`src/rtl/fosfor_nibble_bus_responder_pkg.sv`:
```
// Purpose: shared encodings for the nibble host bus responder (bus phases, command codes, status bits).
// Latency: n/a (types and constants only).
// Backpressure: n/a.
package fosfor_bus_pkg;

    // Bus phase carried on Address_b
    typedef enum logic [1:0] {
        ADDR_IDLE = 2'b00,
        ADDR_CMD  = 2'b01,
        ADDR_LOW  = 2'b10,
        ADDR_HIGH = 2'b11
    } addr_phase_e;

    // One-hot command codes carried on DataIn_b during the CMD phase
    localparam logic [3:0] CMD_LATCH_ADDRESS = 4'b0001;
    localparam logic [3:0] CMD_READ          = 4'b0010;
    localparam logic [3:0] CMD_WRITE         = 4'b0100;
    localparam logic [3:0] CMD_START         = 4'b1000;

    // Bit positions inside the status byte
    localparam int STATUS_READY      = 0;
    localparam int STATUS_READ_VALID = 1;
    localparam int STATUS_CMD_ERR    = 2;

    function automatic logic [7:0] make_status(input logic cmd_err,
                                               input logic read_valid,
                                               input logic ready);
        logic [7:0] s;
        s                    = 8'h00;
        s[STATUS_CMD_ERR]    = cmd_err;
        s[STATUS_READ_VALID] = read_valid;
        s[STATUS_READY]      = ready;
        return s;
    endfunction

endpackage

```
`src/rtl/fosfor_nibble_bus_responder.sv`:
```
// Purpose: chip-side responder for the 4-bit nibble host bus; assembles bytes, decodes one-hot commands, drives a byte register port.
// Latency: strobes 1 cycle after the first CMD edge; read byte lands in ReadBuf READ_LATENCY edges after the READ command edge.
// Backpressure: none on the bus; START is refused (CmdErr set) while Ready_i is low, a newer READ discards an in-flight one.
//
// Ports:
//   Clk_k, Reset_r          clock (rising edge), asynchronous active-high reset
//   Address_b, DataIn_b     host bus phase and nibble
//   DataOut_b               registered bus return: ReadBuf in LOW phase, status byte otherwise
//   RegAddr_o, RegWrData_o  latched register address, assembled data byte
//   RegWr_o, RegRd_o        1-cycle register strobes
//   RegRdData_i             register read data, sampled READ_LATENCY edges after the READ command edge
//   Start_o, Ready_i        1-cycle core start pulse, core idle / result valid
module fosfor_nibble_bus_responder
    import fosfor_bus_pkg::*;
#(
    parameter int READ_LATENCY = 1
) (
    input  logic       Clk_k,
    input  logic       Reset_r,
    input  logic [1:0] Address_b,
    input  logic [3:0] DataIn_b,
    output logic [7:0] DataOut_b,
    output logic [7:0] RegAddr_o,
    output logic [7:0] RegWrData_o,
    output logic       RegWr_o,
    output logic       RegRd_o,
    input  logic [7:0] RegRdData_i,
    output logic       Start_o,
    input  logic       Ready_i
);

    addr_phase_e                 phase;
    addr_phase_e                 prev_phase;
    logic [7:0]                  data_buf;
    logic [7:0]                  read_buf;
    logic                        read_valid;
    logic                        cmd_err;
    logic [READ_LATENCY-1:0]     rd_pipe;
    logic                        cmd_first;
    logic                        read_issue;
    logic                        read_done;
    logic [7:0]                  status;

    assign phase       = addr_phase_e'(Address_b);
    assign RegWrData_o = data_buf;
    assign status      = make_status(cmd_err, read_valid, Ready_i);

    // A command only executes on the edge where CMD is entered; a held CMD phase is inert.
    assign cmd_first  = (phase == ADDR_CMD) && (prev_phase != ADDR_CMD);
    assign read_issue = cmd_first && (DataIn_b == CMD_READ);
    // A READ issued on the same edge as an older completion supersedes it.
    assign read_done  = rd_pipe[READ_LATENCY-1] && !read_issue;

    always_ff @(posedge Clk_k or posedge Reset_r) begin
        if (Reset_r) begin
            prev_phase <= ADDR_IDLE;
            data_buf   <= 8'h00;
            read_buf   <= 8'h00;
            read_valid <= 1'b0;
            cmd_err    <= 1'b0;
            rd_pipe    <= '0;
            RegAddr_o  <= 8'h00;
            RegWr_o    <= 1'b0;
            RegRd_o    <= 1'b0;
            Start_o    <= 1'b0;
            DataOut_b  <= 8'h00;
        end else begin
            RegWr_o    <= 1'b0;
            RegRd_o    <= 1'b0;
            Start_o    <= 1'b0;
            prev_phase <= phase;
            rd_pipe    <= rd_pipe << 1;

            // Bus return reflects ReadBuf/status as they stood before this edge.
            DataOut_b  <= (phase == ADDR_LOW) ? read_buf : status;

            if (read_done) begin
                read_buf   <= RegRdData_i;
                read_valid <= 1'b1;
            end

            case (phase)
                ADDR_LOW:  data_buf[3:0] <= DataIn_b;
                ADDR_HIGH: data_buf[7:4] <= DataIn_b;
                default:   ;
            endcase

            if (cmd_first) begin
                case (DataIn_b)
                    CMD_LATCH_ADDRESS: begin
                        RegAddr_o <= data_buf;
                        cmd_err   <= 1'b0;
                    end
                    CMD_READ: begin
                        RegRd_o    <= 1'b1;
                        read_valid <= 1'b0;
                        cmd_err    <= 1'b0;
                        // Restart the pipe so only this newest read completes.
                        rd_pipe    <= READ_LATENCY'(1);
                    end
                    CMD_WRITE: begin
                        RegWr_o <= 1'b1;
                        cmd_err <= 1'b0;
                    end
                    CMD_START: begin
                        if (Ready_i) begin
                            Start_o <= 1'b1;
                            cmd_err <= 1'b0;
                        end else begin
                            cmd_err <= 1'b1;
                        end
                    end
                    default: cmd_err <= 1'b1;
                endcase
            end
        end
    end

endmodule

```
`config.mk`:
```
export PLATFORM = sky130hd
export DESIGN_NAME = fosfor_nibble_bus_responder
export DESIGN_NICKNAME = d
export VERILOG_FILES = /design/src/rtl/fosfor_nibble_bus_responder_pkg.sv /design/src/rtl/fosfor_nibble_bus_responder.sv
export SDC_FILE = /design/constraint.sdc
export NUM_CORES = 1
export LEC_CHECK = 0
export CAP_MARGIN = 20
export CORE_UTILIZATION = 40
export CTS_CLUSTER_DIAMETER = 100
export CTS_CLUSTER_SIZE = 16
export DETAILED_ROUTE_END_ITERATION = 16
export PLACE_DENSITY = 0.7
export SLEW_MARGIN = 40
export SYNTH_ARGS = -nofsm -noshare
export SYNTH_HDL_FRONTEND = slang
export SYNTH_SLANG_ARGS = --single-unit
```
`constraint.sdc`:
```
create_clock -name Clk_k -period 2.1 [get_ports Clk_k]
set_input_delay 0.42 -clock Clk_k [delete_from_list [all_inputs] [get_ports Clk_k]]
set_output_delay 0.42 -clock Clk_k [all_outputs]
set_load 0.01 [all_outputs]
```
Word-level counts from Yosys, hierarchy flattened. Cells that the tools add are included.

Logic and storage cells: 38. Register bits after elaboration: 39. Output and inout port bits: 27. Bits of input ports: 17.

Eq/ne operators: 8. Muxes and demuxes: 13. Reductions and logical operators: 6.

Operator list (number): 1-bit two-way mux (11); 8-bit two-way mux (1); 2-bit equality test (second input constant) (2); 4-bit by 1-bit equality test with 1-bit output (second input constant) (1); 4-bit by 2-bit equality test with 1-bit output (second input constant) (1); 4-bit by 3-bit equality test with 1-bit output (second input constant) (1); 4-bit equality test (second input constant) (1); 1-bit logical AND (3); 3-bit OR reduction (1); 2-bit by 1-bit equality test with 1-bit output (second input constant) (1); 2-bit by 1-bit inequality test with 1-bit output (second input constant) (1); 1-bit one-hot mux with 2 select lines (1); 2-bit AND reduction (1); 1-bit logical NOT (1).

Longest topological paths before layout.
Depth in word-level cells: 8. Depth in mapped cells: 3. Depth with buffers taken out: 3.

Least setup slack after synthesis. No wires, ideal clock.

Path type: in2reg. Start: in DataIn_b[3]. End: reg read_buf[0]. Arrival: 1677 ps. Data required time: 1975 ps. Stages on the path: 3. Setup slack: 298 ps. Setup time: 125 ps. Cell sequence: or4b_4 o31ai_4 mux2_2.

Longest elaborated chain between the ends: 4.

Ends and longest elaborated chain: start, declared (RTL line fosfor_nibble_bus_responder.sv:21) `input logic [3:0] DataIn_b,`; 4-bit by 2-bit equality test with 1-bit output (RTL line fosfor_nibble_bus_responder.sv:50) `assign read_issue = cmd_first && (DataIn_b == CMD_READ);`; 1-bit logical AND (RTL line fosfor_nibble_bus_responder.sv:50); 1-bit logical NOT (RTL line fosfor_nibble_bus_responder.sv:52) `assign read_done = rd_pipe[READ_LATENCY-1] && !read_issue;`; 1-bit logical AND (RTL line fosfor_nibble_bus_responder.sv:52); end signal, assigned (RTL line fosfor_nibble_bus_responder.sv:78) `read_buf <= RegRdData_i;`; end, declared (RTL line fosfor_nibble_bus_responder.sv:35) `logic [7:0] read_buf;`.

Every way passes these cells. A chain may end at the register's enable or synchronous reset.

Worst setup path after layout.
Start: in DataIn_b[3]. End: reg read_buf[2].

Same word-level chain as after synthesis.

==> results.md <==
- Flops & latches, synth: 39
- Setup Fix Bufs, Post-CTS: 0
- Cells after Synth: 97
- Vias in the first global route: approximately 1100
- Largest net degree at the start of global routing: 40
- CTS Buf Count: 5
- Slew Limit Headroom: 68.7%
- Worst Tran Pin Value: ~0.47 ns
- Hold slack: 0.492 ns
- First-pass GRT wire length: approximately 5 mm
- Clock Skew: between 0.008 and 0.009 ns
- Critical Path Sink Type: flop
- Vias/cell: about 4.8
- Synth unique cells: 20
- # clock sinks: 39
- Share of the synthesized area in the top cell type: 65.7%
- Die H: between 60 and 70 µm
- I/O Buffers: 43
- Critical path fanouts, max: 8
- RSZ-0062 raised after global routing: false
- Wirelength, routed: 2.86 mm
- Total grt overflow: 0
- Dpl cell area: around 2100 µm²
- Delay-heaviest family, CP: buffers and inverters
- Die width: about 63 µm
- Register area share after synthesis: 65.7%
- Status: completed
- Final Util: a little over three fifths
- Clock period minus worst slack: around 1.9 ns
- Post-CTS resize count: 0
- P&R area growth vs syn: 45.5%
- Clk Tree Root Cell: clkbuf_8
- Crit path arrival time: around 2.1 ns
- Final net count: 175
- Top Ports: 44
- Final hold viol count: 0
- # Max-Cap Violations: 0
- Ant. Diodes: 0
- Layout cells sized above 1: between 30% and 40%
- Worst path cell trace: clkdlybuf4s50_1, or4b_4, o31ai_4, buf_12, mux2_2
- Leak: approximately 0.00096 µW
- PwrDens: 814 nW/µm²
- Syn. warnings: 0
- Kind of critical path: input port to flop
- Area leader, netlist: dfrtp_1
- Peak VDD IR: ~0.00055 V
- Clk pin slew, worst setup/hold paths: roughly 0.080 ns
- Post-Syn Area: between 1000 and 1500 µm²
- Final setup fails: 0
- # H-tree levels: 2
- Post-cts hold buffer count: 0
- Die ar.: about 4000 µm²
- Fillcell total: ~280
- Detailed router's first-iteration violation count: 29
- Starting Density: between 40% and 50%
- Fin crit share: between 90 and 100%
- Smallest setup slack after layout: 0.160 ns
- Worst hold path type: flop to flop
- Slowest cell delay on critical path: roughly 0.57 ns
- Setup WS pre-CTS: -0.164 ns
- Critical path's slowest cell: or4b_4
- CTS tree: done
- Finished Cell Area: between 2000 and 2500 µm²
- Max Freq: 515 MHz
- Syn avg cell area: roughly 15 µm²
- Crit path required time: 2.27 ns
- Antenna viol nets, final: 0
- Fin. max-slew vios: 0
- Routed WL per cell: 14.0 µm
- Synth area leaders: dfrtp_1, mux2_2, and2_1, nor2b_1, o31ai_4
- Insertion delay to the later sink of the worst-skew pair: between 0.2 and 0.3 ns
- Routed vias: about 1000
- Crit path launch type: input port
- # rows: 21
- Buffers and inverters on the worst path: 2
- DRC errors left: 0
- Final Total Pwr: between 1500 and 2000 µW
- GPL Wtd Cong: 0.699
- First-pass iteration count of the detailed router: 4
- Syn nets: 114
- Bufs on Longest Clock Path: 2
- Core area: around 3400 µm²
- Post-DP HPWL: around 2.1 mm
- Overall Global Routing Usage: about 17%
- Initial antenna violation count: 0
## cell families (layout without fill, tap and decap cells)
logic type,after synthesis,after routing,share of synthesized area (%)
muxes,27,27,20.5
xor gates and xnor gates,1,1,0.589
AOI/OAI and AO/OA,4,4,3.03
buffers and inverters,2,64,0.505
DFF,39,39,65.7
and+or+nand+nor,24,24,9.77
## layer usage
layer | global-route usage (%) | part of all wire [%] | vias to the layer above
li1 | - | - | 459
met3 | 5.29 | 5.9 | 5
met1 | 21.4 | 44 | 482
met2 | 27.7 | 48 | 34
met5 | 0 | 0 | -
met4 | 8.72 | 2.1 | 0
## final timing paths
kind,slack [ns],start,cells past startpoint,endpoint
worst min-delay path,0.49,read_buf[6]$_DFFE_PP0P_,1,DataOut_b[6]$_DFF_PP0_
min in group asynchronous,0.54,Reset_r,3,DataOut_b[4]$_DFF_PP0_
worst max register to register,0.70,prev_phase[0]$_DFF_PP0_,4,read_buf[2]$_DFFE_PP0P_
worst min register to register,0.49,read_buf[6]$_DFFE_PP0P_,1,DataOut_b[6]$_DFF_PP0_
worst max-delay path,0.16,DataIn_b[3],5,read_buf[2]$_DFFE_PP0P_
max in group asynchronous,1.22,Reset_r,3,read_valid$_DFF_PP0_
## state kept, by name (all words and copies together) (netlist names)
name and count:
read_buf 8, RegWr_o 1, Start_o 1, DataOut_b 8, rd_pipe 1, cmd_err 1
RegWrData_o 8, read_valid 1, prev_phase 2, RegAddr_o 8
## area by class of cell
cell class | count | area [µm²] | area share, %
Multi-Input combinational cell | 56 | 503 | 23.3
Inverter | 1 | 3.75 | 0.174
Tap cell | 46 | 57.6 | 2.66
Sequential cell | 39 | 976 | 45.1
Clock buffer | 5 | 68.8 | 3.18
Timing Repair Buffer | 55 | 533 | 24.7
Clock inverter | 3 | 20.0 | 0.926
## cells in the final DEF, fill, tap and decap left out, types with 2 or more instances in the layout
cell             Yosys  final
and2_1               5      5
buf_4                0     11
clkbuf_8             0      5
clkdlybuf4s50_1      0     43
clkinvlp_4           0      2
dfrtp_1             39     39
mux2_2              27     27
nand2_1              3      3
nor2_1               3      3
nor2b_1              5      5
nor3_1               2      2
## cells in the mapped netlist, drive strengths merged
cell	instances
o31ai	1
clkbuf	1
nand2b	1
o22a	1
o41ai	1
or4b	1
inv	1
nor4	1
nor2	3
dfrtp	39
nor2b	5
nand2	3
o21ai	1
nand4	1
or2b	1
xnor2	1
mux2	27
or3b	1
nor3	2
and2	5
## through the flow
step | cells | TNS [ns]
2_1_floorplan | 97 | 0
3_3_place_gp | 197 | -1.14
3_5_place_dp | 197 | -1.27
4_1_cts | 205 | 0
5_1_grt | 205 | 0
6_report | 205 | 0
## where the power goes
group,total (µW),switching (µW),internal (µW)
registers,908,53.2,855
logic,366,129,237
clock network,485,254,231
total,1760,437,1320
(Power assumes the default switching activity.)
